**src/rtl/prod_accumulator_if.sv**
```systemverilog
// Product-in / result-out handshake bundle for prod_accumulator.
// master = upstream multiplier plus result consumer; slave = the accumulator.
interface prod_accumulator_if #(
  parameter int PROD_W = 8,
  parameter int ACC_W  = 12
);
  logic [PROD_W-1:0] prod_in;
  logic              prod_valid;
  logic              prod_ready;
  logic [ACC_W-1:0]  res_data;
  logic              res_valid;
  logic              res_ready;

  modport master (
    output prod_in, prod_valid, res_ready,
    input  prod_ready, res_data, res_valid
  );

  modport slave (
    input  prod_in, prod_valid, res_ready,
    output prod_ready, res_data, res_valid
  );
endinterface

```
**src/rtl/prod_accumulator.sv**
```systemverilog
// Multiply-accumulate back end: sums N_TERMS products, then holds the sum until taken.
// Define PROD_ACC_SAT_EN to saturate the accumulator on overflow instead of wrapping.
module prod_accumulator #(
  parameter int PROD_W  = 8,
  parameter int ACC_W   = 12,
  parameter int N_TERMS = 4
) (
  input  logic                clk,
  input  logic                rst,
  input  logic                clear,
  prod_accumulator_if.slave   bus,
  output logic [7:0]          term_cnt,
  output logic                ovf
);

  typedef enum logic [1:0] {IDLE, ACCUM, HOLD} state_t;

  state_t            state;
  logic [ACC_W-1:0]  acc;
  logic [ACC_W-1:0]  acc_nxt;
  logic [ACC_W:0]    sum;
  logic [7:0]        cnt_nxt;
  logic              accept;

  // Handshake outputs come from the state register; rst/clear only ever pull ready low.
  assign bus.prod_ready = !rst && !clear && (state != HOLD);
  assign bus.res_valid  = (state == HOLD);
  assign bus.res_data   = acc;

  assign accept  = bus.prod_valid && bus.prod_ready;
  assign sum     = {1'b0, acc} + {{(ACC_W + 1 - PROD_W){1'b0}}, bus.prod_in};
  assign cnt_nxt = term_cnt + 8'd1;

`ifdef PROD_ACC_SAT_EN
  assign acc_nxt = sum[ACC_W] ? {ACC_W{1'b1}} : sum[ACC_W-1:0];
`else
  assign acc_nxt = sum[ACC_W-1:0];
`endif

  always_ff @(posedge clk or posedge rst) begin
    if (rst) begin
      state    <= IDLE;
      acc      <= '0;
      term_cnt <= '0;
      ovf      <= 1'b0;
    end else if (clear) begin
      state    <= IDLE;
      acc      <= '0;
      term_cnt <= '0;
      ovf      <= 1'b0;
    end else begin
      case (state)
        IDLE, ACCUM: begin
          if (accept) begin
            acc      <= acc_nxt;
            term_cnt <= cnt_nxt;
            if (sum[ACC_W]) ovf <= 1'b1;
            state    <= (cnt_nxt == 8'(N_TERMS)) ? HOLD : ACCUM;
          end
        end
        HOLD: begin
          // Result taken: start the next sum from zero with a fresh overflow flag.
          if (bus.res_ready) begin
            state    <= IDLE;
            acc      <= '0;
            term_cnt <= '0;
            ovf      <= 1'b0;
          end
        end
        default: state <= IDLE;
      endcase
    end
  end

endmodule
```
**src/flat_wrapper.sv**
```systemverilog
// flat-port wrapper written by rule: the top's interface ports become plain ports
module prod_accumulator_flat 
#(
  parameter int PROD_W  = 8,
  parameter int ACC_W   = 12,
  parameter int N_TERMS = 4
)
  (clk, rst, clear, term_cnt, ovf, bus_prod_in, bus_prod_valid, bus_res_ready, bus_prod_ready, bus_res_data, bus_res_valid);
  prod_accumulator_if #(.PROD_W(PROD_W), .ACC_W(ACC_W)) bus_i ();
  input  logic clk;
  input  logic rst;
  input  logic clear;
  output logic [7:0] term_cnt;
  output logic ovf;
  input wire logic [$bits(bus_i.prod_in)-1:0] bus_prod_in;
  input wire logic [$bits(bus_i.prod_valid)-1:0] bus_prod_valid;
  input wire logic [$bits(bus_i.res_ready)-1:0] bus_res_ready;
  output wire logic [$bits(bus_i.prod_ready)-1:0] bus_prod_ready;
  output wire logic [$bits(bus_i.res_data)-1:0] bus_res_data;
  output wire logic [$bits(bus_i.res_valid)-1:0] bus_res_valid;
  assign bus_i.prod_in = bus_prod_in;
  assign bus_i.prod_valid = bus_prod_valid;
  assign bus_i.res_ready = bus_res_ready;
  assign bus_prod_ready = bus_i.prod_ready;
  assign bus_res_data = bus_i.res_data;
  assign bus_res_valid = bus_i.res_valid;
  prod_accumulator #(.PROD_W(PROD_W), .ACC_W(ACC_W), .N_TERMS(N_TERMS)) u_core (.clk(clk), .rst(rst), .clear(clear), .bus(bus_i), .term_cnt(term_cnt), .ovf(ovf));
endmodule
```
**config.mk**
```make
export PLATFORM = sky130hd
export DESIGN_NAME = prod_accumulator_flat
export DESIGN_NICKNAME = d
export VERILOG_FILES = /design/src/rtl/prod_accumulator_if.sv /design/src/rtl/prod_accumulator.sv /design/src/flat_wrapper.sv
export SDC_FILE = /design/constraint.sdc
export NUM_CORES = 1
export LEC_CHECK = 0
export CORE_ASPECT_RATIO = 0.5
export CORE_MARGIN = 4
export CORE_UTILIZATION = 50
export DETAILED_ROUTE_END_ITERATION = 10
export HOLD_SLACK_MARGIN = 0.1
export MAX_ROUTING_LAYER = met4
export PLACE_DENSITY_LB_ADDON = 0.25
export SYNTH_ARGS = -nofsm -noshare
export SYNTH_HDL_FRONTEND = slang
export SYNTH_SLANG_ARGS = --single-unit
```
**constraint.sdc**
```tcl
create_clock -name clk -period 2.5 [get_ports clk]
set_clock_uncertainty 0.2 [all_clocks]
set_input_delay 0.5 -clock clk [delete_from_list [all_inputs] [get_ports clk]]
set_output_delay 0.5 -clock clk [all_outputs]
set_load 0.02 [all_outputs]
```
# After elaboration in Yosys (flattened, before gate mapping)
# Index checks and enable logic that the tools add are counted.
[word_totals]
regBits = 23
output_inout_bits = 23
wordCells = 42
[classes]
addsub = 2
n_eq_ne = 7
muxes = 18
reduce_logical = 11
[ops]
columns = ["operator", "count"]
rows = [
  ["two-way mux 12 bit", 3],
  ["two-way mux 8 bit", 3],
  ["one-hot mux 12 bit (2 select lines)", 1],
  ["one-hot mux 8 bit (2 select lines)", 1],
  ["adder 12 x 8 -> 13 bit", 1],
  ["adder 8 x 1 -> 8 bit, second input constant", 1],
  ["== test 8 x 3 -> 1 bit, second input constant", 1],
  ["two-way mux 2 bit", 4],
  ["inequality test 3 x 2 -> 1 bit, second input constant", 2],
  ["two-way mux 1 bit", 4],
  ["one-hot mux 2 bit (2 select lines)", 1],
  ["AND reduction 4 bit", 1],
  ["logical AND 1 bit", 3],
  ["inequality test 3 bit, second input constant", 1],
  ["AND reduction 3 bit", 1],
  ["nonzero test 3 bit", 1],
  ["== test 2 x 1 -> 1 bit, second input constant", 1],
  ["== test 2 bit, second input constant", 1],
  ["logical NOT 1 bit", 2],
  ["logical NOT 2 bit", 1],
  ["inequality test 2 bit, second input constant", 1],
  ["one-hot mux 1 bit (2 select lines)", 1],
  ["AND reduction 2 bit", 1],
  ["OR reduction 2 bit", 1],
]

# Depth between registers and ports, before layout
# Gate-level depths: netlist of run 1.
[depth]
word_depth = 7
mapped_depth = 6
mapped_depth_nobuf = 6

# Least setup slack after synthesis of run 1
# Ideal clock, no wire load.
[synth_path]
path_kind = "input to output"
startpoint = "in clear"
endpoint = "out bus_prod_ready"
arrival_time_ns = 1.314
t_required_ns = 1.800
setup_slack_ns = 0.486
cell_stages = 3
n_path_buf = 2
cell_sequence = "buf_6 > clkbuf_1 > nor3_1"
[synth_between]
elab_chain_cells = 3
[synth_rtl]
columns = ["element", "line_no", "source"]
rows = [
  ["start: declaration", "flat_wrapper.sv:12", "input logic clear;"],
  ["logical NOT 1 bit", "prod_accumulator.sv:26", "assign bus.prod_ready = !rst && !clear && (state != HOLD);"],
  ["logical AND 1 bit (2 in a row)", "prod_accumulator.sv:26", ""],
  ["end: declaration", "flat_wrapper.sv:18", "output wire logic [$bits(bus_i.prod_ready)-1:0] bus_prod_ready;"],
]
# Every way passes these cells.

# Final worst setup path of run 1
[layout_path]
startpoint = "in bus_prod_in[0]"
endpoint = "reg u_core.acc[7], in the netlist u_core.bus.res_data[7]"
[layout_between]
elab_chain_cells = 4
[layout_rtl]
columns = ["element", "line_no", "source"]
rows = [
  ["start: declaration", "flat_wrapper.sv:15", "input wire logic [$bits(bus_i.prod_in)-1:0] bus_prod_in;"],
  ["adder 12 x 8 -> 13 bit", "prod_accumulator.sv:31", "assign sum = {1'b0, acc} + {{(ACC_W + 1 - PROD_W){1'b0}}, bus.prod_in};"],
  ["two-way mux 12 bit", "prod_accumulator.sv:54", "if (accept) begin"],
  ["one-hot mux 12 bit (2 select lines)", "prod_accumulator.sv:52", "case (state)"],
  ["two-way mux 12 bit", "prod_accumulator.sv:46", "end else if (clear) begin"],
  ["end signal: assignment", "prod_accumulator.sv:55", "acc <= acc_nxt;"],
  ["end: declaration", "prod_accumulator.sv:19", "logic [ACC_W-1:0] acc;"],
]
# Every way passes these cells. The select of a mux whose other input is x is not followed.
# A chain may end at the register's enable or synchronous reset.

==> results of run 1 <==
==> layer usage <==
layer | track usage | part of all wire | vias up | wire [µm]
met2 | 0.317 | 0.44 | 34 | 1670
met5 | - | 0 | - | 0
met1 | 0.255 | 0.50 | 678 | 1880
li1 | - | - | 731 | -
met4 | 0.0459 | 0.0074 | 0 | 28
met3 | 0.0464 | 0.048 | 4 | 182
==> area by class of cell <==
class	instances	area, µm²
repair buffers	45	428
inverters	3	11.3
flip-flops and latches	23	576
fillers	260	966
multi-input cells	138	953
well taps	40	50.0
clock buffers	3	41.3
clock inverters	1	5.00
==> cells by family after synthesis <==
family          after synthesis
simple gates                 59
fa+ha+maj                    11
buf+inv                      10
flops                        23
mux                           4
compound gates               56
xor+xnor                      8
==> stage by stage <==
stage                     hold WS [ns]  total power, mW  setup slack, ns  instances  instance area, µm²
after floorplan                  0.310            0.563            0.486        171                1600
after global placement           0.287            0.653          -0.0712        249                2020
after detailed placement         0.280            0.658           -0.122        249                2020
after CTS                        0.309            0.897           0.0191        253                2060
after global routing             0.337            0.938           0.0455        253                2060
final                            0.301            0.896            0.151        253                2060
==> registers in the layout, summed over array words and instances (netlist names) <==
| signal | flops |
|---|---|
| u_core.bus.res_data | 12 |
| u_core.state | 2 |
| u_core.term_cnt | 8 |
| u_core.ovf | 1 |
==> synthesized netlist by cell type, types with 3 or more instances <==
master | count | area share
buf_6 | 4 | 0.028
xnor2_1 | 5 | 0.027
mux2i_1 | 4 | 0.025
xor2_1 | 3 | 0.016
nor3b_1 | 3 | 0.014
nand2_1 | 19 | 0.045
o21a_1 | 4 | 0.019
or3_1 | 3 | 0.012
nand3_1 | 6 | 0.019
nor3_1 | 7 | 0.022
ha_1 | 10 | 0.078
a211oi_1 | 4 | 0.019
dfrtp_1 | 23 | 0.36
o21ai_0 | 18 | 0.056
nor2_1 | 4 | 0.0094
a21o_1 | 3 | 0.014
a21oi_1 | 11 | 0.034
inv_1 | 3 | 0.0070
==> worst paths after layout <==
path	startpoint	endpoint	slack (ns)	cells after the start
setup / recovery	bus_prod_in[0]	u_core.bus.res_data[7]	0.15	7
hold / removal	u_core.ovf	u_core.ovf	0.30	1
setup reg to reg	u_core.bus.res_data[0]	u_core.bus.res_data[7]	0.38	6
hold reg to reg	u_core.ovf	u_core.ovf	0.30	1
max in group asynchronous	rst	u_core.term_cnt[0]	1.25	4
min in group asynchronous	rst	u_core.state[1]	0.61	4
==> where the power goes <==
part | internal [mW] | switching (mW)
clock | 0.112 | 0.130
sequential | 0.390 | 0.0205
combinational | 0.116 | 0.128
total | 0.617 | 0.279
==> worst max-delay path, cell delays in order <==
cell             delay (ns)
clkdlybuf4s50_1        0.42
ha_1                   0.22
buf_4                  0.14
a211oi_1               0.41
o21ai_0                0.22
a211oi_1               0.27
o21ai_0                0.11
==> timing repair <==
item	4_1_cts	5_1_grt
endpoints found under the hold margin	0	0
hold buffers	0	0
endpoints found under the setup margin	0	1
resized for setup	0	1
==> impl_metrics.py, run 1 <==
metrics = {
    "run_status": {
        "status": "finished, final reports clean",
    },
    "synth": {
        "synth_compound_gate_area_share": 0.230,
        "synth_seq_cells": 23,
        "synth_fa_ha_area_frac": 0.0908,
        "syn_area_um2": 1600,
        "synth_top_family_by_area": "compound AO/OA/AOI/OAI gates",
        "async_reset_ff_frac": 1.00,
        "synth_xor_area_frac": 0.0439,
        "synth_cell_type_count": 45,
        "syn-num-nets": 195,
        "syn_avg_cell_area_um2": 9.34,
        "synth-simple-area-share": 0.207,
        "synth_warnings": 0,
        "synth-edff-count": 0,
        "synth.mux.area_fraction": 0.0251,
        "yosysSeqAreaShare": 0.360,
        "syn_inst": 171,
        "ys.flop_type": "dfrtp_1",
    },
    "detailed_routing": {
        "postRouteAntennaNets": 0,
        "routed_via_density": 5.72,
        "vias": 1447,
        "drt_iter0_drc": 54,
        "wl_um": 3760,
        "drtPass1Iterations": 4,
        "drt-wirelength-per-cell_um": 14.9,
        "drc": 0,
    },
    "placement": {
        "hpwlAfterDp_um": 2840,
        "place_congestion": 0.800,
        "portBuffers": 35,
    },
    "die": {
        "dieArea_um2": 4220,
        "ios": 36,
        "num_rows": 14,
        "die_width_um": 87.9,
        "coreArea_um2": 3030,
        "die_h_um": 48.0,
        "start_util": 0.527,
    },
    "cts": {
        "clk_pin_slew_worst_paths_ns": 0.09,
        "clk_latency_ns": 0.27,
        "cts_tree": "done",
        "htreeDepth": 1,
        "clockRootBuffer": "clkbuf_8",
        "cts_buffers": 3,
        "post-cts-setup-buffers": 0,
        "clock-sinks": 23,
        "clk_path_buf_depth": 2,
    },
    "global_routing": {
        "grt_max_degree": 24,
        "grt-ovfl-total": 0,
        "grt_pass1_wl_um": 5880,
        "antenna_found_initial": 0,
        "grt_use_total": 0.196,
        "grt_pass1_vias": 1192,
    },
    "job": {
        "cap_viol_max_count": 0,
    },
    "finish": {
        "nets": 238,
        "fin_util": 0.681,
        "diodes": 0,
        "drive_gt1_frac": 0.0892,
        "layout_commonest_cell": "clkdlybuf4s50_1",
        "area_growth_pct": 29.2,
        "final_cell_mix": "clkdlybuf4s50_1 (34), dfrtp_1 (23), nand2_1 (19)",
    },
    "critical_path": {
        "worst_setup_path_end_kind": "flip-flop",
        "start_kind": "input pin",
        "critical_path_arrival_ns": 2.31,
        "path_max_fanout": 3,
        "critPathRequiredTime_ns": 2.46,
        "critPathKind": "input pin to flip-flop",
    },
    "sta": {
        "max_slew_margin": 0.315,
        "fin_crit_ns": 2.35,
        "rsz0062_at_grt": "false",
        "worstMarginPinSlew_ns": 1.02,
        "hold_viol_final": 0,
        "tns_ns": 0,
        "slew_violations": 0,
        "fin_crit_sh": 0.940,
        "finalSetupViolCount": 0,
        "max_freq_mhz": 426,
    },
    "power_and_ir_drop": {
        "vdd_drop_max_mv": 0.343,
        "leakage_nw": 0.899,
        "pwr_density_cell_nw_per_um2": 434,
    },
    "min_path": {
        "worstHoldPathType": "flip-flop to flip-flop",
    },
}
Power figures use the tool's default switching activity.
==> run 2, diff against run 1 <==
--- a/config.mk
+++ b/config.mk
@@ -6,7 +6,9 @@
 export NUM_CORES = 1
 export LEC_CHECK = 0
+export CAP_MARGIN = 40
 export CORE_ASPECT_RATIO = 0.5
 export CORE_MARGIN = 4
 export CORE_UTILIZATION = 50
+export CTS_CLUSTER_SIZE = 24
 export DETAILED_ROUTE_END_ITERATION = 10
 export HOLD_SLACK_MARGIN = 0.1
==> constraint.sdc (replaced) <==
create_clock -name clk -period 2.5 [get_ports clk]
set_clock_uncertainty 0.2 [all_clocks]
set_input_delay 0.375 -clock clk [delete_from_list [all_inputs] [get_ports clk]]
set_output_delay 0.375 -clock clk [all_outputs]
set_load 0.02 [all_outputs]
==> run 2 against run 1 <==
Effect of this change: first-iteration DRC count fell by 1.9%; count of clock-buffer cells in the layout did not move; critical path depth fell by 4; final area down 1.4%; combinational power fell by 2%; clock power down 4%; global-route usage decreased by 0.51 points; critical endpoint is now bus_prod_ready; largest power group unchanged; highest routed layer unchanged.
==> impl_metrics.py, run 2 (synthesized netlist as in run 1, its figures left out) <==
metrics = {
    "job": {
        "cap_viol_max_count": 0,
    },
    "detailed_routing": {
        "wl_um": 3620,
        "routed_via_density": 5.79,
        "drc": 0,
        "drt_iter0_drc": 53,
        "drt-wirelength-per-cell_um": 14.5,
        "postRouteAntennaNets": 0,
        "vias": 1441,
        "drtPass1Iterations": 4,
    },
    "critical_path": {
        "critPathRequiredTime_ns": 1.92,
        "critPathKind": "input pin to output port",
        "critical_path_arrival_ns": 1.71,
        "start_kind": "input pin",
        "path_max_fanout": 6,
        "worst_setup_path_end_kind": "output port",
    },
    "finish": {
        "multi_input_area_um2": 953,
        "nets": 234,
        "seq_area_um2": 576,
        "layout_commonest_cell": "clkdlybuf4s50_1",
        "drive_gt1_frac": 0.0718,
        "area_growth_pct": 27.4,
        "num-fill-cells": 240,
        "diodes": 0,
        "final_cell_mix": "clkdlybuf4s50_1 (35), dfrtp_1 (23), nand2_1 (19)",
        "largest_reg_flops": 12,
        "fin_util": 0.672,
    },
    "cts": {
        "htreeDepth": 1,
        "cts_buffers": 3,
        "clk_path_buf_depth": 2,
        "clk_latency_ns": 0.26,
        "post-cts-setup-buffers": 0,
        "clock-sinks": 23,
        "clockRootBuffer": "clkbuf_8",
        "clk_pin_slew_worst_paths_ns": 0.08,
        "postCtsResizedCells": 0,
        "hold_buffers": 0,
        "cts_tree": "done",
    },
    "placement": {
        "hpwlAfterDp_um": 2700,
        "place_congestion": 0.831,
        "portBuffers": 35,
    },
    "sta": {
        "worstMarginPinSlew_ns": 0.626,
        "slew_violations": 0,
        "fin_crit_sh": 0.912,
        "max_freq_mhz": 438,
        "max_slew_margin": 0.580,
        "rsz0062_at_grt": "false",
        "tns_ns": 0,
        "hold_viol_final": 0,
        "fin_crit_ns": 2.28,
        "finalSetupViolCount": 0,
    },
    "die": {
        "die_h_um": 48.0,
        "dieArea_um2": 4220,
        "start_util": 0.527,
        "num_rows": 14,
        "ios": 36,
        "die_width_um": 87.9,
        "coreArea_um2": 3030,
    },
    "power_and_ir_drop": {
        "vdd_drop_max_mv": 0.243,
        "pwr_density_cell_nw_per_um2": 433,
        "leakage_nw": 0.865,
    },
    "min_path": {
        "worstHoldPathType": "flip-flop to flip-flop",
    },
    "global_routing": {
        "grt_pass1_wl_um": 5950,
        "grt_use_met3": 0.0481,
        "top_usage_layer": "met2",
        "grt_max_degree": 24,
        "grt.met1_usage": 0.246,
        "grt_use_total": 0.191,
        "grt-ovfl-total": 0,
        "grt_pass1_vias": 1322,
        "grtUsageMet2": 0.302,
        "antenna_found_initial": 0,
    },
    "run_status": {
        "status": "finished, final reports clean",
    },
}
run 2: cell types whose count changed in the layout (fill, tap and decap cells not counted), sizes merged:
cell,previous run,this run
buf,10,6
clkdlybuf4s50,34,35
dlymetal6s2s,1,0
run 2: path summary, 6_finish.rpt:
path,from,to,slack [ns],cells past startpoint
max reg2reg,u_core.bus.res_data[1],u_core.bus.res_data[7],0.44,6
max in group asynchronous,rst,u_core.bus.res_data[5],1.45,3
min in group asynchronous,rst,u_core.term_cnt[6],0.42,3
max,clear,bus_prod_ready,0.22,3
min,u_core.ovf,u_core.ovf,0.30,1
min reg2reg,u_core.ovf,u_core.ovf,0.30,1
run 2: power by group:
group / total (mW) / internal [mW] / leakage [nW] / switching (mW)
Clock: 0.233 / 0.111 / 0.0255 / 0.121
Combinational: 0.239 / 0.113 / 0.524 / 0.126
Sequential: 0.409 / 0.390 / 0.315 / 0.0197
Total: 0.881 / 0.614 / 0.865 / 0.267
run 2: cell type report:
class	count	area share
Clock buffer	3	0.0203
Timing Repair Buffer	41	0.196
Multi-Input combinational cell	138	0.468
Clock inverter	1	0.00246
Sequential cell	23	0.283
Inverter	3	0.00553
Tap cell	40	0.0246
run 2: layer usage:
metal  vias up  wire length (µm)
li1        716                 -
met1       683              1750
met2        37              1660
met3         5               175
met4         0                30
met5         -                 0
run 2: through the flow:
| stage | cell area, µm² | instances | power [mW] | setup WS [ns] | hold slack, ns |
|---|---|---|---|---|---|
| after floorplan | 1600 | 171 | 0.563 | 0.505 | 0.185 |
| after detailed placement | 1990 | 245 | 0.653 | 0.0226 | 0.284 |
| after global routing | 2040 | 249 | 0.931 | 0.133 | 0.328 |
| after global placement | 1980 | 244 | 0.648 | 0.0491 | 0.291 |
| after CTS | 2040 | 249 | 0.891 | 0.212 | 0.308 |
| final | 2040 | 249 | 0.881 | 0.219 | 0.302 |
run 2: worst max-delay path, cell delays in order:
cell             delay, ns
clkdlybuf4s50_1       0.50
nor3_1                0.20
clkdlybuf4s50_1       0.63
